<file path="src/rtl/flood_fill_engine.sv">
`default_nettype none
//============================================================================
// Module   : flood_fill_engine
// Purpose  : Executes one Flood-It move: repaints the region anchored at
//            (0,0), then grows it over same-coloured neighbours until stable.
// Revision : 1.0 - initial release
//============================================================================
module flood_fill_engine #(
    parameter int MAX_SIZE = 26,
    parameter int ADDR_W   = 10
) (
    input  logic              CLOCK,
    input  logic              RESET,
    input  logic              INIT,
    input  logic [4:0]        SIZE,
    input  logic              COLOR_SEL_SIG,
    input  logic [2:0]        COLOR_SELECTED,
    output logic [ADDR_W-1:0] RD_ADDR,
    input  logic [2:0]        RD_DATA,
    output logic              WR_EN,
    output logic [ADDR_W-1:0] WR_ADDR,
    output logic [2:0]        WR_DATA,
    output logic              BUSY,
    output logic              DONE,
    output logic              WON,
    output logic [7:0]        TRIES
);

    localparam int                c_cells      = MAX_SIZE * MAX_SIZE;
    localparam logic [ADDR_W-1:0] c_row_stride = ADDR_W'(MAX_SIZE);
    localparam logic [ADDR_W-1:0] c_one        = ADDR_W'(1);

    typedef enum logic [2:0] {
        S_IDLE      = 3'd0,
        S_INIT_RD   = 3'd1,
        S_INIT_WAIT = 3'd2,
        S_PAINT     = 3'd3,
        S_EXP_ADDR  = 3'd4,
        S_EXP_EVAL  = 3'd5,
        S_FINISH    = 3'd6
    } state_t;

    state_t              r_state;
    state_t              w_state_next;
    logic [c_cells-1:0]  r_owned;
    logic [2:0]          r_cur_color;
    logic [ADDR_W-1:0]   r_owned_cnt;
    logic                r_changed;
    logic                r_inited;
    logic                r_won;
    logic [4:0]          r_size;
    logic [4:0]          r_row;
    logic [4:0]          r_col;
    logic [7:0]          r_tries;

    logic [ADDR_W-1:0]   w_addr;
    logic [ADDR_W-1:0]   w_area;
    logic                w_last_col;
    logic                w_last_row;
    logic                w_last_cell;
    logic [4:0]          w_col_next;
    logic [4:0]          w_row_next;
    logic                w_nb_owned;
    logic                w_grow;
    logic                w_accept;
    logic                w_pass_changed;

    assign w_addr      = ADDR_W'(r_row) * c_row_stride + ADDR_W'(r_col);
    assign w_area      = ADDR_W'(r_size) * ADDR_W'(r_size);
    assign w_last_col  = (r_col == r_size - 5'd1);
    assign w_last_row  = (r_row == r_size - 5'd1);
    assign w_last_cell = w_last_col && w_last_row;
    assign w_col_next  = w_last_col ? 5'd0 : r_col + 5'd1;
    assign w_row_next  = w_last_col ? (w_last_row ? 5'd0 : r_row + 5'd1) : r_row;

    // Only in-range neighbours count; the guards keep edge cells from
    // peeking at the wrapped row/column of the fixed-stride bitmap.
    assign w_nb_owned = ((r_row != 5'd0) && r_owned[w_addr - c_row_stride]) ||
                        (!w_last_row     && r_owned[w_addr + c_row_stride]) ||
                        ((r_col != 5'd0) && r_owned[w_addr - c_one])        ||
                        (!w_last_col     && r_owned[w_addr + c_one]);

    assign w_grow = (r_state == S_EXP_EVAL) && !r_owned[w_addr] &&
                    (RD_DATA == r_cur_color) && w_nb_owned;
    assign w_pass_changed = r_changed || w_grow;

    assign w_accept = (r_state == S_IDLE) && COLOR_SEL_SIG && r_inited &&
                      !r_won && (COLOR_SELECTED != r_cur_color);

    assign RD_ADDR = w_addr;
    assign WR_ADDR = w_addr;
    assign WR_DATA = r_cur_color;
    assign WON     = r_won;
    assign TRIES   = r_tries;

    always_ff @(posedge CLOCK) begin
        if (RESET) begin
            r_state <= S_IDLE;
        end else begin
            r_state <= w_state_next;
        end
    end

    always_comb begin
        w_state_next = r_state;
        BUSY         = (r_state != S_IDLE) && (r_state != S_FINISH);
        DONE         = (r_state == S_FINISH);
        WR_EN        = (r_state == S_PAINT) && r_owned[w_addr];
        if (INIT) begin
            w_state_next = S_INIT_RD;
        end else begin
            case (r_state)
                S_IDLE:      if (w_accept) w_state_next = S_PAINT;
                S_INIT_RD:   w_state_next = S_INIT_WAIT;
                S_INIT_WAIT: w_state_next = S_EXP_ADDR;
                S_PAINT:     if (w_last_cell) w_state_next = S_EXP_ADDR;
                S_EXP_ADDR:  w_state_next = S_EXP_EVAL;
                S_EXP_EVAL: begin
                    if (w_last_cell && !w_pass_changed) w_state_next = S_FINISH;
                    else                                w_state_next = S_EXP_ADDR;
                end
                S_FINISH:    w_state_next = S_IDLE;
                default:     w_state_next = S_IDLE;
            endcase
        end
    end

    always_ff @(posedge CLOCK) begin
        if (RESET) begin
            r_owned     <= '0;
            r_cur_color <= 3'd0;
            r_owned_cnt <= '0;
            r_changed   <= 1'b0;
            r_inited    <= 1'b0;
            r_won       <= 1'b0;
            r_size      <= 5'd0;
            r_row       <= 5'd0;
            r_col       <= 5'd0;
            r_tries     <= 8'd0;
        end else if (INIT) begin
            // INIT pre-empts everything, including a move already in flight.
            r_row  <= 5'd0;
            r_col  <= 5'd0;
            r_size <= SIZE;
        end else begin
            case (r_state)
                S_IDLE: begin
                    if (w_accept) begin
                        r_cur_color <= COLOR_SELECTED;
                        if (r_tries != 8'hFF) r_tries <= r_tries + 8'd1;
                    end
                end
                S_INIT_RD: begin
                    r_owned     <= '0;
                    r_owned[0]  <= 1'b1;
                    r_owned_cnt <= c_one;
                    r_tries     <= 8'd0;
                    r_won       <= 1'b0;
                    r_inited    <= 1'b1;
                end
                S_INIT_WAIT: r_cur_color <= RD_DATA;
                S_PAINT: begin
                    r_row <= w_row_next;
                    r_col <= w_col_next;
                end
                S_EXP_ADDR: begin
                    if (r_row == 5'd0 && r_col == 5'd0) r_changed <= 1'b0;
                end
                S_EXP_EVAL: begin
                    if (w_grow) begin
                        r_owned[w_addr] <= 1'b1;
                        r_owned_cnt     <= r_owned_cnt + c_one;
                        r_changed       <= 1'b1;
                    end
                    // A quiet final pass means the count is settled.
                    if (w_last_cell && !w_pass_changed) r_won <= (r_owned_cnt == w_area);
                    r_row <= w_row_next;
                    r_col <= w_col_next;
                end
                default: ;
            endcase
        end
    end

endmodule
`default_nettype wire

</file>
<file path="config.mk">
export PLATFORM = sky130hd
export DESIGN_NAME = flood_fill_engine
export DESIGN_NICKNAME = d
export VERILOG_FILES = /design/src/rtl/flood_fill_engine.sv
export SDC_FILE = /design/constraint.sdc
export NUM_CORES = 2
export LEC_CHECK = 0
export CAP_MARGIN = 15
export CELL_PAD_IN_SITES_DETAIL_PLACEMENT = 2
export CELL_PAD_IN_SITES_GLOBAL_PLACEMENT = 2
export CORE_ASPECT_RATIO = 0.7
export CORE_MARGIN = 8
export CORE_UTILIZATION = 43
export CTS_CLUSTER_DIAMETER = 50
export DETAILED_ROUTE_END_ITERATION = 6
export PLACE_DENSITY_LB_ADDON = 0.1
export REMOVE_ABC_BUFFERS = 1
export SLEW_MARGIN = 0
export SYNTH_ARGS = -nofsm -noshare
export SYNTH_HDL_FRONTEND = slang
export SYNTH_SLANG_ARGS = --single-unit
</file>
<file path="constraint.sdc">
create_clock -name CLOCK -period 6.2 [get_ports CLOCK]
set_input_delay 0.62 -clock CLOCK [delete_from_list [all_inputs] [get_ports CLOCK]]
set_output_delay 0.62 -clock CLOCK [all_outputs]
set_load 0.005 [all_outputs]
</file>
### Word level (Yosys, flattened, before mapping)

Index checks and enable logic that the tools add are counted.

| word-level totals | value |
|---|---|
| bits of input ports | 15 |
| output and inout port bits | 35 |
| logic and storage cells | 133 |
| bits in registers | 718 |

| cells by class | value |
|---|---|
| reduce and logical (&&, ||, !) cells | 47 |
| bitwise logic cells | 2 |
| equality and inequality tests | 21 |
| $lt $le $gt $ge | 6 |
| add/sub/neg operators | 10 |
| muxes and demuxes | 33 |
| multipliers | 2 |

Operators by type and width:

| kind | count |
|---|---|
| $pmux W676 S2 | 1 |
| $mux W676 | 1 |
| $or A676 B676 Y676 | 1 |
| $lt A10 B11 Y1 const B | 5 |
| $bmux W1 S10 | 5 |
| $add A10 B1 Y10 const B | 2 |
| $pmux W10 S2 | 1 |
| $pmux W3 S6 | 1 |
| $logic_and A1 B1 Y1 | 17 |
| $mux W8 | 2 |
| $pmux W8 S2 | 1 |
| $add A10 B5 Y10 | 1 |
| $add A10 B5 Y10 const B | 1 |
| $add A5 B1 Y5 const B | 2 |
| $demux W1 S10 | 1 |
| $eq A10 B10 Y1 | 1 |
| $eq A5 B5 Y1 | 2 |
| $ge A10 B1 Y1 const B | 1 |
| $logic_not A5 Y1 | 2 |
| $mul A5 B5 Y10 | 1 |
| $mux W1 | 10 |
| $mux W10 | 1 |
| $mux W5 | 2 |
| $reduce_bool A5 Y1 | 2 |
| other kinds (28) | 57 |

### Depth between registers and ports, before layout

| logic depth | value |
|---|---|
| word-level depth | 16 |
| depth in mapped cells | 29 |
| depth with buffers taken out | 20 |

### Worst setup path before layout

No wires, ideal clock.

| timing path | value |
|---|---|
| path type | flip-flop to flip-flop |
| from | register r_col[0] |
| to | register r_owned[238] |
| arrival | 5540 ps |
| path buffers | 11 |
| required time | 6072 ps |
| stages on the path, launching flop included | 25 |
| library setup time | 128 ps |
| period minus slack after synthesis | 5667 ps |
| setup slack | 533 ps |
| path through | dfxtp_1 buf_4 buf_6 inv_2 buf_4 buf_2 buf_4 buf_2 ha_1 xor2_2 buf_4 buf_2 mux4_2 mux4_2 a2111oi_0 nor4_1 and4bb_1 o32ai_2 o221a_2 buf_6 and2_1 buf_6 buf_6 a41oi_1 nor2_1 |

| between the ends | value |
|---|---|
| longest elaborated chain between the ends | 11 |
| elaborated cells on any way between the ends | 39 |

Ends and longest elaborated chain:

| element | RTL line | text |
|---|---|---|
| from (decl) | 53 | `logic [4:0] r_col;` |
| from (signal assigned) | 164 | `r_col <= w_col_next;` |
| from (signal assigned) | 178 | `r_col <= w_col_next;` |
| $add A10 B5 Y10 | 68 | `assign w_addr = ADDR_W'(r_row) * c_row_stride + ADDR_W'(r_col);` |
| $sub A10 B5 Y10 / $add A10 B5 Y10 (equally long branches) | 78, 79 |  |
| $bmux W1 S10 (on tied branches) | 78, 79 |  |
| $mux W1 (on tied branches) | 78, 79 |  |
| $logic_and A1 B1 Y1 (on tied branches) | 78, 79 |  |
| $logic_or A1 B1 Y1 | 78 | `assign w_nb_owned = ((r_row != 5'd0) && r_owned[w_addr - c_row_stride]) \|\|` |
| $logic_or A1 B1 Y1 | 79 | `(!w_last_row && r_owned[w_addr + c_row_stride]) \|\|` |
| $logic_or A1 B1 Y1 | 80 | `((r_col != 5'd0) && r_owned[w_addr - c_one]) \|\|` |
| $logic_and A1 B1 Y1 | 84 | `(RD_DATA == r_cur_color) && w_nb_owned;` |
| $ne A2 B2 Y1 (no source line) | - |  |
| $reduce_and A3 Y1 (no source line) | - |  |
| to (signal assigned) | 130 | `r_owned <= '0;` |
| to (signal assigned) | 154 | `r_owned <= '0;` |
| to (signal, indexed assignment) | 171 | `r_owned[w_addr] <= 1'b1;` |
| to (decl) | 45 | `logic [c_cells-1:0] r_owned;` |

Parallel ways exist; a longest one is shown, timed or not. The select of a mux whose other input is x is not followed.
A chain may end at the register's enable or synchronous reset.

### Worst setup path in the final report

| timing path | value |
|---|---|
| from | register r_row[0] |
| to | register r_owned[301] |

| between the ends | value |
|---|---|
| longest elaborated chain between the ends | 12 |
| elaborated cells on any way between the ends | 40 |

Ends and longest elaborated chain:

| element | RTL line | text |
|---|---|---|
| from (decl) | 52 | `logic [4:0] r_row;` |
| from (signal assigned) | 163 | `r_row <= w_row_next;` |
| from (signal assigned) | 177 | `r_row <= w_row_next;` |
| $mul A5 B4 Y9 | 68 |  |
| $add A10 B5 Y10 | 68 |  |
| $sub A10 B5 Y10 / $add A10 B5 Y10 (equally long branches) | 78, 79 |  |
| $bmux W1 S10 (on tied branches) | 78, 79 |  |
| $mux W1 (on tied branches) | 78, 79 |  |
| $logic_and A1 B1 Y1 (on tied branches) | 78, 79 |  |
| $logic_or A1 B1 Y1 | 78 |  |
| $logic_or A1 B1 Y1 | 79 |  |
| $logic_or A1 B1 Y1 | 80 |  |
| $logic_and A1 B1 Y1 | 84 |  |
| $ne A2 B2 Y1 (no source line) | - |  |
| $reduce_and A3 Y1 (no source line) | - |  |

Parallel ways exist; a longest one is shown, timed or not. The select of a mux whose other input is x is not followed.

==> flow_metrics.tcl <==
set metrics [dict create \
    outcome "complete, but fails checks" \
    violations "DRC, setup timing" \
    vdd_ir_drop_max_uv 201 \
    die_w_um 427 \
    drt_iter0_markers 8193 \
    arrival_ns 6.87 \
    synth_cells 5101 \
    grt_max_degree 170 \
    start_kind "register" \
    ios 50 \
    root_buffer "clkbuf_16" \
    firstDrtPassIters 7 \
    clk_latency_ns 0.76 \
    dp_hpwl_um 210000 \
    rows 105 \
    stdcell_area_mm2 0.0599 \
    cts_sinks 718 \
    fin_nets 5284 \
    synth_top_area_share_pct 31.3 \
    track_usage_pct 43.5 \
    gp_congestion 1.06 \
    maxCapViolCount 0 \
    yosysSeqAreaShare_pct 28.3 \
    die-area_mm2 0.130 \
    path_class "reg2reg" \
    routed_wl_um 297000 \
    synth_edf_count 0 \
    async_reset_ff_share_pct 0 \
    fin_crit_ns 6.28 \
    post_drt_wl_per_cell_um 43.2 \
    hold_buffers 0 \
    area_growth_pct 17.9 \
    ant_nets 0 \
    synthTopCellsByArea "mux4_2 (31%), dfxtp_1 (28%), nand2_1 (7.5%)" \
    cts_tree "yes" \
    antenna_found_initial 31 \
    yosysMostFrequentCell "nand2_1" \
    synth_common_cells "nand2_1 (1011), dfxtp_1 (718), mux4_2 (706), o21ai_0 (583), clkbuf_1 (253)" \
    ys_types 97 \
    path_clk_slew_ns 0.06 \
    hold_class "reg2reg" \
    p_total_w 0.0109 \
    power_density_mw_per_mm2 183 \
    die_y_um 304 \
    port_buffers 49 \
    rsz0062_at_grt "yes" \
    overflow 0 \
    vias 52300 \
    numCtsBuffers 96 \
    syn_area_mm2 0.0508 \
    end_kind "register" \
    fin_crit_sh_pct 101 \
    relSlewSlack_pct 10.7 \
    grt_pass1_wl_um 410000 \
    start_util_pct 43.4 \
    yosys.area.top_type "mux4_2" \
    utilization_pct 51.1 \
    required_ns 6.80 \
    p_leak_nw 20.1 \
    fillCellCount 11700 \
    drive_gt1_share_pct 29.3 \
    viasPerCell 7.63 \
    timing.final.max_slew_violations 0 \
    clock-skew-final_ns 0.0524 \
    fmaxAchievable_mhz 159 \
    syn_area_per_cell_um2 9.97 \
    grt_pass1_vias 51600 \
    synth_flop_cell "dfxtp_1" \
    finalSetupViolCount 93 \
    setup_ws_ns -0.0769 \
    cp_max_fo 16 \
    place_area_mm2 0.0555 \
    ctsHtreeMaxLevel 3 \
    hold_violations 0 \
    drcViolationCount 1 \
    clockBufferDepth 3 \
    fp.coreArea_mm2 0.117 \
    yosys_register_bits 718 \
    tightest_slew_ns 1.34 \
    yosys_warnings 0 \
]
-- final cells by class --
type	instances	area [um2]	area share [%]
multi-input combinational	3821	34600	57.7
sequential	718	14400	24.0
clock inverter	55	556	0.927
antenna	17	42.5	0.0710
tap	1551	1940	3.24
clock buffer	119	2600	4.34
inverter	42	190	0.317
timing repair buffer	539	5630	9.39
-- routing by layer --
layer / up-vias / track usage [%] / share of wire, %
met5: - / 0 / 0.054
met4: 24 / 19.7 / 5.7
met3: 929 / 20.6 / 17
met2: 4432 / 58.2 / 40
met1: 27200 / 59.1 / 38
li1: 19800 / - / -
-- final timing paths --
path,slack (ns),startpoint,cells past startpoint,to
setup reg to reg,-0.08,r_row[0],26,r_owned[301]
hold reg to reg,0.49,r_changed,2,r_changed
setup / recovery,-0.08,r_row[0],26,r_owned[301]
hold / removal,0.49,r_changed,2,r_changed
-- worst max-delay path, cell delays in order (launching register included) --
cell       delay (ns)
dfxtp_4          0.36
buf_4            0.15
ha_4             0.17
fa_4             0.83
buf_8            0.12
inv_1            0.09
ha_1             0.24
a21boi_2         0.20
and2_1           0.32
o21ai_1          0.20
buf_4            0.20
xnor2_2          0.17
buf_12           0.25
buf_4            0.22
nand3_1          0.22
o211ai_1         0.17
o311ai_0         0.17
buf_4            0.19
a31oi_2          0.27
a2bb2oi_2        0.26
o32ai_4          0.14
o221a_4          0.29
buf_4            0.16
nand3_4          0.20
buf_12           0.25
buf_12           0.16
o21ai_0          0.11
-- metrics by stage --
| step | setup slack (ns) | cells | setup TNS (ns) | hold slack [ns] |
|---|---|---|---|---|
| floorplan | -43.23 | 4581 | - | 0.437 |
| global placement | -0.251 | 6617 | -27.48 | 0.458 |
| detailed placement | -0.434 | 6618 | -58.54 | 0.474 |
| CTS | -0.0526 | 6799 | -0.0526 | 0.494 |
| global route | -0.101 | 6846 | -2.32 | 0.516 |
| finish | -0.0769 | 6862 | -2.90 | 0.493 |
-- cells in the final DEF (no fill, tap or decap), types with 46 or more instances in the layout --
master           netlist  final
clkbuf_16              0    106
mux2i_1              143    140
o21ai_0              583    575
a211oi_1              52     46
and3_1                56     55
buf_4                 71    365
mux4_2               706    706
o21ai_1               42     49
nor3_1                51     46
a21oi_1               72     69
nand4_1               52     52
nand3_1              168    165
nor2_1               188    176
dfxtp_1              718    715
nand2_1             1011   1006
clkdlybuf4s50_1        0     49
buf_12                 0     93
-- power by group --
part	leakage (nW)	switching, W	internal, W
clock network	1.54	0.00256	0.00320
logic	12.7	0.000385	0.000163
registers	5.78	0.0000193	0.00462
total	20.1	0.00297	0.00798
-- sequential cells by signal, indices dropped and copies added, names as in the netlist --
signal,count
r_changed,1
r_row,5
TRIES,8
WR_DATA,3
r_state,3
r_owned_cnt,10
r_inited,1
r_size,5
r_col,5
WON,1
r_owned,676
-- logic make-up after synthesis --
logic type / synth area share [%]
and+or+nand+nor: 13.8
AOI/OAI and AO/OA: 14.4
muxes: 34.9
DFF: 28.3
buffers and inverters: 5.17
xor gates and xnor gates: 2.08
adders and majority gates: 1.34
-- timing repair --
| action | CTS | global route |
|---|---|---|
| gates resized for setup | 47 | 82 |
| pin swaps | 7 | 18 |
| endpoints found under the setup margin | 624 | 682 |
| setup buffers | 6 | 34 |
| gates cloned | 1 | 10 |
(Power assumes the default switching activity.)
